File: src/rtl/mb_frame_reader.sv
// Word-level DMA reader: streams one YUV420 macroblock (64 Y, 16 U, 16 V words) from word-addressed SRAM.
// Optional macro MBR_RASTER_AUTO_EN: after each macroblock, advance in raster order without a new start.
module mb_frame_reader #(
  parameter int FRAME_W_MB = 22,
  parameter int FRAME_H_MB = 18,
  parameter int Y_BASE     = 0,
  parameter int U_BASE     = FRAME_W_MB * FRAME_H_MB * 64,
  parameter int V_BASE     = U_BASE + FRAME_W_MB * FRAME_H_MB * 16,
  parameter int MAX_OUT    = 4
) (
  input  logic        clk,
  input  logic        rst_n,
  input  logic        start_i,
  input  logic [5:0]  mb_x_i,
  input  logic [5:0]  mb_y_i,
  output logic        busy_o,
  output logic        done_o,
  output logic        err_o,
  output logic        frame_done_o,
  output logic        mem_req_o,
  output logic [31:0] mem_addr_o,
  input  logic        mem_gnt_i,
  input  logic        mem_rvalid_i,
  input  logic [31:0] mem_rdata_i,
  output logic [31:0] data_word_o,
  output logic        data_valid_o,
  output logic [5:0]  cur_mb_x_o,
  output logic [5:0]  cur_mb_y_o
);

  localparam logic [31:0] Y_STRIDE  = 32'(FRAME_W_MB * 4);
  localparam logic [31:0] C_STRIDE  = 32'(FRAME_W_MB * 2);
  localparam logic [31:0] Y_BASE_W  = 32'(Y_BASE);
  localparam logic [31:0] U_BASE_W  = 32'(U_BASE);
  localparam logic [31:0] V_BASE_W  = 32'(V_BASE);
  localparam logic [6:0]  W_MB      = 7'(FRAME_W_MB);
  localparam logic [6:0]  H_MB      = 7'(FRAME_H_MB);
  localparam logic [3:0]  MAX_OUT_W = 4'(MAX_OUT);
  localparam logic [6:0]  LAST_RSP  = 7'd95;
`ifdef MBR_RASTER_AUTO_EN
  localparam logic [5:0]  LAST_X    = 6'(FRAME_W_MB - 1);
  localparam logic [5:0]  LAST_Y    = 6'(FRAME_H_MB - 1);
`endif

  typedef enum logic [2:0] {
    IDLE,
    REQ_Y,
    REQ_U,
    REQ_V,
    DRAIN
  } state_t;

  state_t      state;
  logic [5:0]  req_cnt;
  logic [3:0]  outstanding;
  logic [6:0]  rsp_cnt;

  logic        in_req;
  logic        grant;
  logic        rsp_ok;
  logic        last_rsp;
  logic        in_range;
  logic        launch_auto;
  logic [31:0] y_row;
  logic [31:0] c_row;
  logic [31:0] y_addr;
  logic [31:0] c_addr;

`ifdef MBR_RASTER_AUTO_EN
  logic        auto_go;
  assign launch_auto = auto_go;
`else
  assign launch_auto = 1'b0;
`endif

  // Request/address generation depends only on registered state, so the address holds during a stall.
  always_comb begin
    in_req    = (state == REQ_Y) || (state == REQ_U) || (state == REQ_V);
    mem_req_o = in_req && (outstanding < MAX_OUT_W);
    grant     = mem_req_o && mem_gnt_i;
    rsp_ok    = mem_rvalid_i && (outstanding != 4'd0);
    last_rsp  = rsp_ok && (rsp_cnt == LAST_RSP);
    in_range  = ({1'b0, mb_x_i} < W_MB) && ({1'b0, mb_y_i} < H_MB);
    y_row     = 32'(cur_mb_y_o) * 32'd16 + 32'(req_cnt[5:2]);
    c_row     = 32'(cur_mb_y_o) * 32'd8 + 32'(req_cnt[4:1]);
    y_addr    = Y_BASE_W + y_row * Y_STRIDE + 32'(cur_mb_x_o) * 32'd4 + 32'(req_cnt[1:0]);
    c_addr    = c_row * C_STRIDE + 32'(cur_mb_x_o) * 32'd2 + 32'(req_cnt[0]);
    case (state)
      REQ_Y:   mem_addr_o = y_addr;
      REQ_U:   mem_addr_o = U_BASE_W + c_addr;
      REQ_V:   mem_addr_o = V_BASE_W + c_addr;
      default: mem_addr_o = 32'd0;
    endcase
  end

  always_ff @(posedge clk) begin
    if (!rst_n) begin
      state        <= IDLE;
      req_cnt      <= '0;
      outstanding  <= '0;
      rsp_cnt      <= '0;
      busy_o       <= 1'b0;
      done_o       <= 1'b0;
      err_o        <= 1'b0;
      frame_done_o <= 1'b0;
      data_word_o  <= '0;
      data_valid_o <= 1'b0;
      cur_mb_x_o   <= '0;
      cur_mb_y_o   <= '0;
`ifdef MBR_RASTER_AUTO_EN
      auto_go      <= 1'b0;
`endif
    end else begin
      done_o       <= 1'b0;
      err_o        <= 1'b0;
      frame_done_o <= 1'b0;
      data_valid_o <= 1'b0;

      case ({grant, rsp_ok})
        2'b10:   outstanding <= outstanding + 4'd1;
        2'b01:   outstanding <= outstanding - 4'd1;
        default: ;
      endcase

      // Responses arrive in order; one with nothing outstanding is stale and dropped.
      if (rsp_ok) begin
        data_word_o  <= mem_rdata_i;
        data_valid_o <= 1'b1;
        rsp_cnt      <= last_rsp ? 7'd0 : rsp_cnt + 7'd1;
      end

      case (state)
        IDLE: begin
          if (launch_auto) begin
`ifdef MBR_RASTER_AUTO_EN
            auto_go <= 1'b0;
`endif
            state <= REQ_Y;
          end else if (start_i) begin
            if (in_range) begin
              cur_mb_x_o <= mb_x_i;
              cur_mb_y_o <= mb_y_i;
              busy_o     <= 1'b1;
              state      <= REQ_Y;
            end else begin
              err_o <= 1'b1;
            end
          end
        end
        REQ_Y: begin
          if (grant) begin
            if (req_cnt == 6'd63) begin
              req_cnt <= '0;
              state   <= REQ_U;
            end else begin
              req_cnt <= req_cnt + 6'd1;
            end
          end
        end
        REQ_U: begin
          if (grant) begin
            if (req_cnt == 6'd15) begin
              req_cnt <= '0;
              state   <= REQ_V;
            end else begin
              req_cnt <= req_cnt + 6'd1;
            end
          end
        end
        REQ_V: begin
          if (grant) begin
            if (req_cnt == 6'd15) begin
              req_cnt <= '0;
              state   <= DRAIN;
            end else begin
              req_cnt <= req_cnt + 6'd1;
            end
          end
        end
        DRAIN: begin
          // Leaving on the final response lets a new start be taken in the done_o cycle.
          if (last_rsp) begin
            done_o <= 1'b1;
            state  <= IDLE;
`ifdef MBR_RASTER_AUTO_EN
            if (cur_mb_x_o == LAST_X && cur_mb_y_o == LAST_Y) begin
              frame_done_o <= 1'b1;
              busy_o       <= 1'b0;
              cur_mb_x_o   <= '0;
              cur_mb_y_o   <= '0;
            end else begin
              auto_go <= 1'b1;
              if (cur_mb_x_o == LAST_X) begin
                cur_mb_x_o <= '0;
                cur_mb_y_o <= cur_mb_y_o + 6'd1;
              end else begin
                cur_mb_x_o <= cur_mb_x_o + 6'd1;
              end
            end
`else
            busy_o <= 1'b0;
`endif
          end
        end
        default: state <= IDLE;
      endcase
    end
  end

endmodule

File: config.mk
export PLATFORM = sky130hd
export DESIGN_NAME = mb_frame_reader
export DESIGN_NICKNAME = d
export VERILOG_FILES = /design/src/rtl/mb_frame_reader.sv
export SDC_FILE = /design/constraint.sdc
export NUM_CORES = 1
export LEC_CHECK = 0
export ABC_CLOCK_PERIOD_IN_PS = 13400
export BUFFER_PORTS_ARGS = -buffer_cell sky130_fd_sc_hd__buf_2
export CAP_MARGIN = 20
export CELL_PAD_IN_SITES_DETAIL_PLACEMENT = 0
export CELL_PAD_IN_SITES_GLOBAL_PLACEMENT = 2
export CORE_MARGIN = 5
export CORE_UTILIZATION = 34
export DETAILED_ROUTE_END_ITERATION = 10
export PLACE_DENSITY_LB_ADDON = 0.1
export SETUP_SLACK_MARGIN = 0.5
export SLEW_MARGIN = 20
export SYNTH_ARGS = -nofsm -noshare
export SYNTH_HDL_FRONTEND = slang
export SYNTH_SLANG_ARGS = --single-unit
File: constraint.sdc
create_clock -name clk -period 13.4 [get_ports clk]
set_input_delay 0 -clock clk [delete_from_list [all_inputs] [get_ports clk]]
set_output_delay 0 -clock clk [all_outputs]
set_load 0.05 [all_outputs]
==> results of run 1 <==
## sequential cells by signal, indices dropped and copies added (netlist names)
register / flops
cur_mb_x_o: 6
rsp_cnt: 7
outstanding: 4
state: 3
data_valid_o: 1
req_cnt: 6
busy_o: 1
data_word_o: 32
err_o: 1
done_o: 1
cur_mb_y_o: 6
## timing repair
action                    in CTS  in global routing
hold buffers                  42                  0
hold endpoints to repair      42                  0
buffers inserted               0                  0
## power groups by stage
stage	Clock (mW)	Sequential (mW)	Combinational (mW)
4_1_cts	0.251	0.226	0.152
2_1_floorplan	0	0.264	0.0738
3_5_place_dp	0	0.229	0.143
3_3_place_gp	0	0.229	0.141
6_report	0.245	0.225	0.150
5_1_grt	0.259	0.227	0.166
## layout make-up
cell class	instances	area (sq um)	area share, %
Multi-Input combinational cell	580	4150	55.7
Sequential cell	68	1360	18.3
Timing Repair Buffer	160	1020	13.7
Inverter	86	323	4.34
Tap cell	225	282	3.78
Clock buffer	13	270	3.63
Clock inverter	3	43.8	0.588
## worst register-to-register path, cell delays in order, from the launching register on
cell      delay (ps)
dfxtp_1          690
nor2_1           260
nor4_1           300
and2_1           380
inv_1            160
ha_1             250
ha_1             280
a21o_1           180
a21oi_1          170
xnor2_1          100
or3_1            320
a21boi_0         160
## cell families (layout without fill, tap and decap cells)
logic type      Yosys count  in the layout
fa+ha+maj                82             82
flops                    68             68
buf+inv                 126            262
simple gates            249            249
xor+xnor                 57             57
other cells               1             15
mux                       4              4
compound gates          173            173
## cell usage in the layout (no fill, tap or decap), types with 15 or more instances in the layout
cell             n
a21boi_0        46
a21oi_1         26
buf_2          115
conb_1          15
dfxtp_1         68
dlygate4sd3_1   42
fa_1            16
ha_1            66
inv_1           86
nand2_1        120
nor2_1          39
o21ai_0         25
xnor2_1         36
xor2_1          21
## stage by stage
stage | util (%) | cell area [sq um] | power (mW) | cells | hold slack [ps]
CTS | 43.0 | 7450 | 0.629 | 1135 | 97.1
finish | 43.0 | 7450 | 0.620 | 1135 | 109
floorplan | - | 6030 | 0.337 | 774 | 145
global placement | 38.8 | 6710 | 0.370 | 1077 | 254
detailed placement | 38.8 | 6710 | 0.372 | 1077 | 262
global route | 43.0 | 7450 | 0.652 | 1135 | 124
## worst paths after layout
path                                                   start                      endpoint  slack [ps]  depth (start not counted)
worst max-delay path                 req_cnt[4]$_SDFFE_PN0P_                mem_addr_o[15]        7640                         21
worst min-delay path                               mb_y_i[5]              err_o$_SDFF_PN0_         110                          4
worst max register to register         state[0]$_SDFFE_PN0P_   outstanding[3]$_SDFFE_PN0P_       10080                         11
worst min register to register  data_word_o[31]$_SDFFE_PN0P_  data_word_o[31]$_SDFFE_PN0P_         460                          2
## layer usage
layer	wire (um)	vias up	GRT usage [%]	share of wire, %
li1	-	2820	-	-
met1	7210	2506	19.6	43
met2	8280	121	29.4	50
met3	846	21	3.75	5.1
met4	361	0	4.80	2.2
met5	0	-	0	0
==> flow_summary_export.csv, run 1 <==
group,metric,value,unit
clock_network,cts_buffers,9,
route,first_pass_iters,5,
synth,async_flop_share,0,%
worst_setup_path,path_max_fanout,9,
timing,worst_slew_pin_slew,953,ps
global_routing,grt_usage,16.4,%
worst_setup_path,cp_cell_sequence,"ha_1, nand3_1, nor2_1, xnor2_1, inv_1, ha_1, inv_1, fa_1, inv_1, ha_1, or3b_1, o211ai_1, a311oi_2, or2_1, o21ai_0, a22oi_1, o221ai_1, mux2i_1, xor2_1, o22ai_1, buf_2",
global_routing,overflow,0,
global_routing,grt_pass1_wl,27400,um
route,detail-route-antenna-nets,0,
synth,synth_compound_area_share,20.2,%
synth,synth-edff-count,0,
worst_setup_path,required,13400,ps
floorplan,die_w,143,um
synth,yosysTopAreaCellShare,22.8,%
power,power_frac_seq,36.3,%
global_routing,grt_pass1_vias,5581,
power,p_switching,199,uW
synth,ys_seq_area_share,22.8,%
placed_design,hpwl,13300,um
clock_network,path_clk_slew,50,ps
synth,synth_warnings,0,
power,comb_power_share,24.2,%
clock_network,h-tree-depth,3,
status,status,"completed",
route,drt-wirelength-per-cell,14.7,um
timing,setup_viol,0,
floorplan,ioPinCount,131,
timing,fin_crit_sh,43.0,%
worst_setup_path,slowest_delay,500,ps
power,power.density,83.3,mW/mm^2
final_layout,n_fill_cell,1766,
route,wirelength,16700,um
timing,hold_viol,0,
worst_setup_path,crit_path_top_delay_cell,"fa_1",
placed_design,gp_congestion,0.841,
synth,synth.avg_cell_area,7.87,sq um
synth,synth_area_leaders,"dfxtp_1 23%, ha_1 14%, nand2_1 7.5%, a21boi_0 5.8%, inv_1 5.4%",
clock_network,clock_sinks,68,
synth,syn_inst,760,
placed_design,dp_slack,7990,ps
global_routing,grt_max_degree,65,
floorplan,row_count,48,
synth,synth_top_family_by_area,"compound AO/OA/AOI/OAI gates",
timing,setup_tns,0,ps
timing,rsz0062_at_grt,"no",
synth,synthTopCellsByCount,"120 x nand2_1, 86 x inv_1, 68 x dfxtp_1, 66 x ha_1, 46 x a21boi_0",
final_layout,antenna_cells,0,
timing,worst_slack,7640,ps
synth,synth_cell_types,65,
route,drt_iter0_markers,144,
synth,yosys.area.top_type,"dfxtp_1",
timing,final_max_slew_viol_count,0,
clock_network,cts_tree,"built",
synth,synth_most_common_cell,"nand2_1",
route,viasPerCell,4.82,
final_layout,area_growth,24.5,%
synth,yosys.area_share.simple,19.9,%
synth,synth_seq_cells,68,
synth,dominantRegCellSynth,"dfxtp_1",
power,ir_drop,0.0000699,V
global_routing,antenna_found_initial,0,
floorplan,die_y,143,um
timing,maxSlewHeadroom,36.5,%
synth,synth_area,0.00598,sq mm
placed_design,io_buffers,115,
power,p_int,422,uW
worst_setup_path,startpoint_type,"flop",
worst_setup_path,critPathKind,"flop to output pin",
synth,synth_xor_xnor_area_share,8.35,%
timing,post-route-min-period,5760,ps
route,routed-via-count,5468,
synth,synth_fa_ha_area_share,19.2,%
worst_setup_path,setup.worst_path.end_class,"output pin",
final_layout,drive_above_1_share,16.0,%
timing,clock_skew,4.18,ps
route,drc,0,
floorplan,coreArea,0.0173,sq mm
synth,synthMuxAreaShare,0.669,%
final_layout,num-nets-final,1036,
job,maxCapViolCount,0,
timing,max_freq,0.174,GHz
power,clockPowerShare,39.4,%
power,p_sw_share,32.0,%
worst_setup_path,crit_arrival,5760,ps
floorplan,dieArea,0.0203,sq mm
clock_network,clock_latency,330,ps
floorplan,start_util,34.6,%
clock_network,clk_path_buf_depth,2,
clock_network,post_cts_resized,0,
worst_setup_path,critical-path-top-delay-family,"adder cells",
power,power.leakage,3.50,nW
clock_network,cts-root-buf,"clkbuf_16",
worst_hold_path,hold_path_class,"input port to flop",
worst_setup_path,path_buf_inv,4,
No activity file was read; power rests on OpenSTA's default activity.
==> run 2: changes to the inputs <==
Settings changed: ABC_AREA from default to 1, ABC_CLOCK_PERIOD_IN_PS 13400 to 5900, CORE_UTILIZATION 34 to 30.
Clock period 13.4 ns to 5.9 ns, I/O delays scaled along.
==> run 2 against run 1 <==
Against the previous run:
- clock power up 130%
- synthesized area grew 4.2%
- sequential power grew to 3.0 times the previous value
- utilization decreased by 4.7 points
- clock skew about the same
- combinational power grew to 8.6 times the previous value
- die area grew 17%
- cell count increased by 20%
- final area up 4.9%
- critical path depth up 11
- total power increased to 4.1 times the previous value
- critical path type unchanged
- largest cell class unchanged
- largest power group is now combinational cells
- highest routed layer unchanged
==> flow_summary_export.csv, run 2 <==
group,metric,value,unit
status,status,"completed",
final_layout,area_growth,25.4,%
synth,synth_seq_cells,68,
worst_setup_path,crit_arrival,4860,ps
timing,final_max_slew_viol_count,0,
synth,synth-edff-count,0,
clock_network,path_clk_slew,60,ps
floorplan,die_w,154,um
synth,synth_cell_types,48,
timing,clock_skew,4.55,ps
worst_setup_path,crit_top_cell,"nand2_1",
placed_design,hpwl,14800,um
placed_design,io_buffers,115,
synth,synth_area_leaders,"dfxtp_1 22%, ha_1 13%, nand2_1 9.5%, inv_1 9.3%, nor2_1 8.1%",
power,power,2.52,mW
timing,setup_tns,0,ps
final_layout,num-nets-final,1213,
synth,synth_most_common_cell,"nand2_1",
power,power.leakage,4.22,nW
worst_setup_path,critical-path-top-delay-family,"simple AND/OR/NAND/NOR gates",
synth,async_flop_share,0,%
synth,synthTopCellsByCount,"158 x nand2_1, 154 x inv_1, 134 x nor2_1, 68 x dfxtp_1, 68 x o21ai_0",
final_layout,top_regs,"data_word_o x32, rsp_cnt x7",
clock_network,clock_sinks,68,
synth,yosys.area.top_type,"dfxtp_1",
route,detail-route-antenna-nets,0,
timing,fin_crit_sh,82.4,%
final_layout,final_common_cell,"nand2_1",
synth,synth.avg_cell_area,6.73,sq um
clock_network,cts-root-buf,"clkbuf_16",
synth,synth_area,0.00623,sq mm
route,routed-via-count,6002,
timing,rsz0062_at_grt,"no",
worst_setup_path,slowest_delay,490,ps
clock_network,cts_tree,"built",
clock_network,clk_path_buf_depth,2,
worst_hold_path,hold_path_class,"input port to flop",
worst_setup_path,path_buf_inv,7,
floorplan,die_y,154,um
clock_network,clock_latency,330,ps
clock_network,cts_buffers,9,
floorplan,row_count,52,
route,drc,0,
final_layout,utilization,38.4,%
worst_setup_path,path_max_fanout,6,
clock_network,h-tree-depth,3,
route,drt-wirelength-per-cell,13.6,um
worst_setup_path,ff2ff_setup_slack,3270,ps
synth,synth_warnings,0,
floorplan,coreArea,0.0204,sq mm
route,drt_iter0_markers,227,
floorplan,start_util,30.6,%
power,ir_drop,0.000260,V
global_routing,overflow,0,
synth,ys_seq_area_share,21.8,%
clock_network,postCtsSetupBuffers,0,
worst_setup_path,worstRegToRegCells,15,
timing,post-route-min-period,4860,ps
synth,yosysTopAreaCellShare,21.8,%
worst_hold_path,whs_path_depth,4,
worst_setup_path,timing.rr.start,"outstanding[2]$_SDFFE_PN0P_",
worst_hold_path,hp-start,"mem_rvalid_i",
global_routing,grt_usage,15.5,%
worst_setup_path,startpoint_type,"flop",
route,wirelength,18500,um
final_layout,drive_above_1_share,18.0,%
timing,worst_slew_pin_slew,850,ps
worst_setup_path,r2r_end,"state[0]$_SDFFE_PN0P_",
worst_setup_path,crit_path_top_delay_cell,"fa_1",
final_layout,mostFrequentLayoutCells,"158 x nand2_1, 154 x inv_1, 130 x nor2_1",
worst_setup_path,critPathKind,"flop to output pin",
final_layout,antenna_cells,0,
global_routing,grt_pass1_wl,30400,um
synth,syn_inst,926,
worst_setup_path,required,5900,ps
power,power.density,322,mW/mm^2
global_routing,antenna_found_initial,0,
placed_design,gp_congestion,0.782,
timing,hold_viol,0,
global_routing,grt_max_degree,59,
job,maxCapViolCount,0,
worst_hold_path,hold_path_end,"rsp_cnt[1]$_SDFFE_PN0P_",
synth,dominantRegCellSynth,"dfxtp_1",
timing,setup_viol,0,
route,viasPerCell,4.42,
worst_setup_path,setup.worst_path.end_class,"output pin",
route,first_pass_iters,4,
floorplan,ioPinCount,131,
timing,max_freq,0.206,GHz
timing,maxSlewHeadroom,43.4,%
final_layout,largest_reg_flops,32,
final_layout,top_register,"data_word_o",
global_routing,grt_pass1_vias,5996,
floorplan,dieArea,0.0238,sq mm
## run 2: how the worst max path moves through the flow
stage,start,end,cells after the start
5_1_grt,cur_mb_y_o[0]$_SDFFE_PN0P_,mem_addr_o[15],30
3_5_place_dp,req_cnt[4]$_SDFFE_PN0P_,mem_addr_o[17],30
2_1_floorplan,cur_mb_y_o[0]$_SDFFE_PN0P_,mem_addr_o[10],22
4_1_cts,req_cnt[4]$_SDFFE_PN0P_,mem_addr_o[17],30
3_3_place_gp,req_cnt[4]$_SDFFE_PN0P_,mem_addr_o[17],30
6_report,cur_mb_y_o[0]$_SDFFE_PN0P_,mem_addr_o[16],32
## run 2: timing repair
action / CTS / global route
hold buffers: 43 / 0
setup endpoints to repair: 0 / 5
gates resized for setup: 0 / 7
endpoints found under the hold margin: 43 / 0
## run 2: stage by stage
stage / setup WS, ps / hold slack [ps] / cells / area, sq um
floorplan: 1250 / 126 / 940 / 6280
global placement: 1230 / 220 / 1298 / 7050
detailed placement: 1130 / 225 / 1298 / 7050
CTS: 751 / 180 / 1357 / 7790
global route: 506 / 226 / 1357 / 7810
finish: 1040 / 179 / 1357 / 7810
## run 2: cells by family (layout without fill, tap and decap cells)
kind of cell | after synthesis | after routing | share of synthesized area, %
compound gates | 127 | 127 | 11.1
xor+xnor | 26 | 26 | 3.77
fa+ha+maj | 82 | 82 | 18.4
buf+inv | 195 | 342 | 12.8
flops | 68 | 68 | 21.8
other cells | 1 | 15 | 0.0602
simple gates | 427 | 427 | 32.0
## run 2: area by class of cell
class,count,area (sq um)
Clock inverter,6,71.3
Multi-Input combinational cell,677,4140
Clock buffer,10,239
Sequential cell,68,1360
Timing Repair Buffer,163,1050
Inverter,163,612
Tap cell,270,338
Fill cell,2253,12600
## run 2: routing by layer
metal | track usage [%] | wire, um
met3 | 3.26 | 888
met4 | 2.82 | 183
met5 | 0 | 0
met2 | 26.2 | 8510
met1 | 20.5 | 8900
## run 2: worst min-delay path, delay by kind of cell
kind            cells  cell delay, ps
simple gates        2             280
compound gates      1             110
buf+inv             1              80
## run 2: power by group
group / leakage, nW / total (mW) / internal [mW] / switching, mW
Combinational: 3.51 / 1.29 / 0.326 / 0.965
Sequential: 0.557 / 0.670 / 0.591 / 0.0788
Clock: 0.145 / 0.555 / 0.342 / 0.214
==> run 3: changes to the inputs <==
Settings changed: ABC_AREA 1 to 0, ABC_CLOCK_PERIOD_IN_PS 5900 to 4300, CORE_UTILIZATION 30 to 29.
Clock period 5.9 ns to 4.3 ns, I/O delays scaled along.
==> run 3 against run 2 <==
Against the previous run:
- the flow now finishes with violations (negative setup slack)
- non-clock buffer count is 114 higher
- sequential share of layout area down 2.5 points
- via count shrank 0.28%
- flip-flop and latch count stayed put
- clock-buffer cell count unchanged
==> flow_summary_export.csv, run 3 (same netlist as run 1, synthesis figures left out) <==
group,metric,value,unit
global_routing,grt_pass1_wl,30700,um
route,drt_iter0_markers,129,
power,power,2.13,mW
final_layout,final_common_cell,"nand2_1",
global_routing,use_met1,18.8,%
worst_setup_path,r2r_end,"outstanding[3]$_SDFFE_PN0P_",
global_routing,antenna_found_initial,0,
worst_setup_path,startpoint_type,"flop",
global_routing,met2_usage,28.1,%
clock_network,cts-root-buf,"clkbuf_16",
route,detail-route-antenna-nets,0,
final_layout,num-nets-final,1153,
route,drt-wirelength-per-cell,14.6,um
power,p_switching,673,uW
worst_setup_path,timing.rr.start,"state[1]$_SDFFE_PN0P_",
clock_network,h-tree-depth,3,
power,p_int,1.46,mW
floorplan,coreArea,0.0203,sq mm
worst_hold_path,hold_path_end,"err_o$_SDFF_PN0_",
final_layout,top_register,"data_word_o",
clock_network,clock_latency,330,ps
clock_network,cts_tree,"built",
timing,setup_tns,-2240,ps
clock_network,path_clk_slew,60,ps
worst_setup_path,setup.worst_path.end_class,"output pin",
placed_design,io_buffers,115,
timing,hold_viol,0,
route,viasPerCell,4.62,
route,wirelength,18900,um
power,power.density,231,mW/mm^2
placed_design,dp_slack,-335,ps
final_layout,mostFrequentLayoutCells,"116 x nand2_1, 112 x buf_4, 103 x buf_2",
power,power.leakage,4.28,nW
global_routing,grt_pass1_vias,6139,
worst_setup_path,worstRegToRegCells,11,
timing,setup_viol,7,
route,first_pass_iters,4,
global_routing,grt_usage,15.7,%
route,routed-via-count,5985,
route,drc,0,
worst_hold_path,hold_path_class,"input port to flop",
final_layout,largest_reg_flops,32,
global_routing,use_met3,3.43,%
worst_setup_path,critPathKind,"flop to output pin",
placed_design,hpwl,14800,um
floorplan,ioPinCount,131,
clock_network,clock_sinks,68,
clock_network,cts_buffers,9,
timing,clock_skew,6.11,ps
floorplan,die_w,154,um
floorplan,dieArea,0.0236,sq mm
timing,post-route-min-period,4840,ps
power,p_sw_share,31.6,%
final_layout,postLayoutCellArea,0.00922,sq mm
worst_setup_path,ff2ff_setup_slack,1170,ps
global_routing,grt_max_degree,39,
worst_setup_path,required,4300,ps
worst_hold_path,whs_path_depth,4,
worst_setup_path,crit_arrival,4840,ps
power,clockPowerShare,41.9,%
worst_hold_path,hp-start,"mb_x_i[5]",
floorplan,die_y,154,um
timing,rsz0062_at_grt,"yes",
timing,max_freq,0.206,GHz
global_routing,overflow,0,
power,comb_power_share,25.4,%
timing,final_max_slew_viol_count,0,
placed_design,gp_congestion,0.811,
final_layout,top_regs,"data_word_o x32, rsp_cnt x7",
timing,worst_slew_pin_slew,769,ps
timing,maxSlewHeadroom,48.7,%
global_routing,grt_busiest_layer,"met2",
timing,fin_crit_sh,113,%
final_layout,drive_above_1_share,35.5,%
power,power_frac_seq,32.7,%
power,ir_drop,0.000193,V
floorplan,start_util,29.5,%
status,violations,"negative setup slack",
worst_setup_path,path_max_fanout,4,
floorplan,row_count,52,
job,maxCapViolCount,0,
final_layout,antenna_cells,0,
timing,worst_slack,-543,ps
clock_network,clk_path_buf_depth,2,
status,status,"complete, but fails checks",
placed_design,place_area,0.00763,sq mm
final_layout,area_growth,54.2,%
-- run 3: what timing repair did --
action,in CTS,in global routing
resized for setup,83,47
hold buffers,42,0
setup buffers,19,8
pin swaps,25,19
hold endpoints to repair,42,0
endpoints found under the setup margin,11,12
-- run 3: layout make-up --
type / count / area (sq um)
fill: 2030 / 11100
timing repair buffer: 277 / 2010
clock inverter: 5 / 108
inverter: 86 / 323
tap: 270 / 338
multi-input combinational: 580 / 4820
sequential: 68 / 1370
clock buffer: 10 / 250
-- run 3: critical path, cell delays in order (launching register included) --
cell and delay (ps):
dfxtp_4 370, ha_4 160, nand3_4 100, nor2_4 130, xnor2_2 140, inv_2 80
ha_4 260, inv_2 30, fa_1 480, inv_2 50, ha_4 280, or3b_1 340
o211ai_1 110, a311oi_2 80, or2_1 260, buf_4 150, nor4b_4 340, and3_1 250
nor2b_1 60, or4_1 520, o211ai_1 110, buf_4 230
-- run 3: worst max path at each step --
stage                                           from              to  cells past startpoint
after floorplan           cur_mb_y_o[0]$_SDFFE_PN0P_  mem_addr_o[16]                     19
after global placement       req_cnt[4]$_SDFFE_PN0P_  mem_addr_o[16]                     21
after detailed placement  cur_mb_y_o[0]$_SDFFE_PN0P_  mem_addr_o[15]                     21
after CTS                 cur_mb_y_o[0]$_SDFFE_PN0P_  mem_addr_o[16]                     21
after global routing      cur_mb_y_o[0]$_SDFFE_PN0P_  mem_addr_o[16]                     21
final                        req_cnt[4]$_SDFFE_PN0P_  mem_addr_o[16]                     21
-- run 3: per-layer routing --
metal | vias up | wire length (um)
met4 | 0 | 492
met5 | - | 0
met2 | 111 | 9490
li1 | 3053 | -
met1 | 2798 | 8010
met3 | 23 | 893
-- run 3: metrics by stage --
| step | std cells | util [%] | hold WS, ps |
|---|---|---|---|
| after CTS | 1288 | 44.0 | 128 |
| after global placement | 1212 | 37.6 | 251 |
| after floorplan | 774 | - | 134 |
| after detailed placement | 1212 | 37.6 | 258 |
| final | 1296 | 45.4 | 119 |
| after global routing | 1296 | 45.4 | 157 |
-- run 3: power groups by stage --
stage | logic (mW) | registers (mW) | clock network (mW)
2_1_floorplan | 0.241 | 0.821 | 0
3_3_place_gp | 0.477 | 0.708 | 0
3_5_place_dp | 0.484 | 0.710 | 0
4_1_cts | 0.537 | 0.697 | 0.913
5_1_grt | 0.592 | 0.703 | 0.941
6_report | 0.542 | 0.697 | 0.892
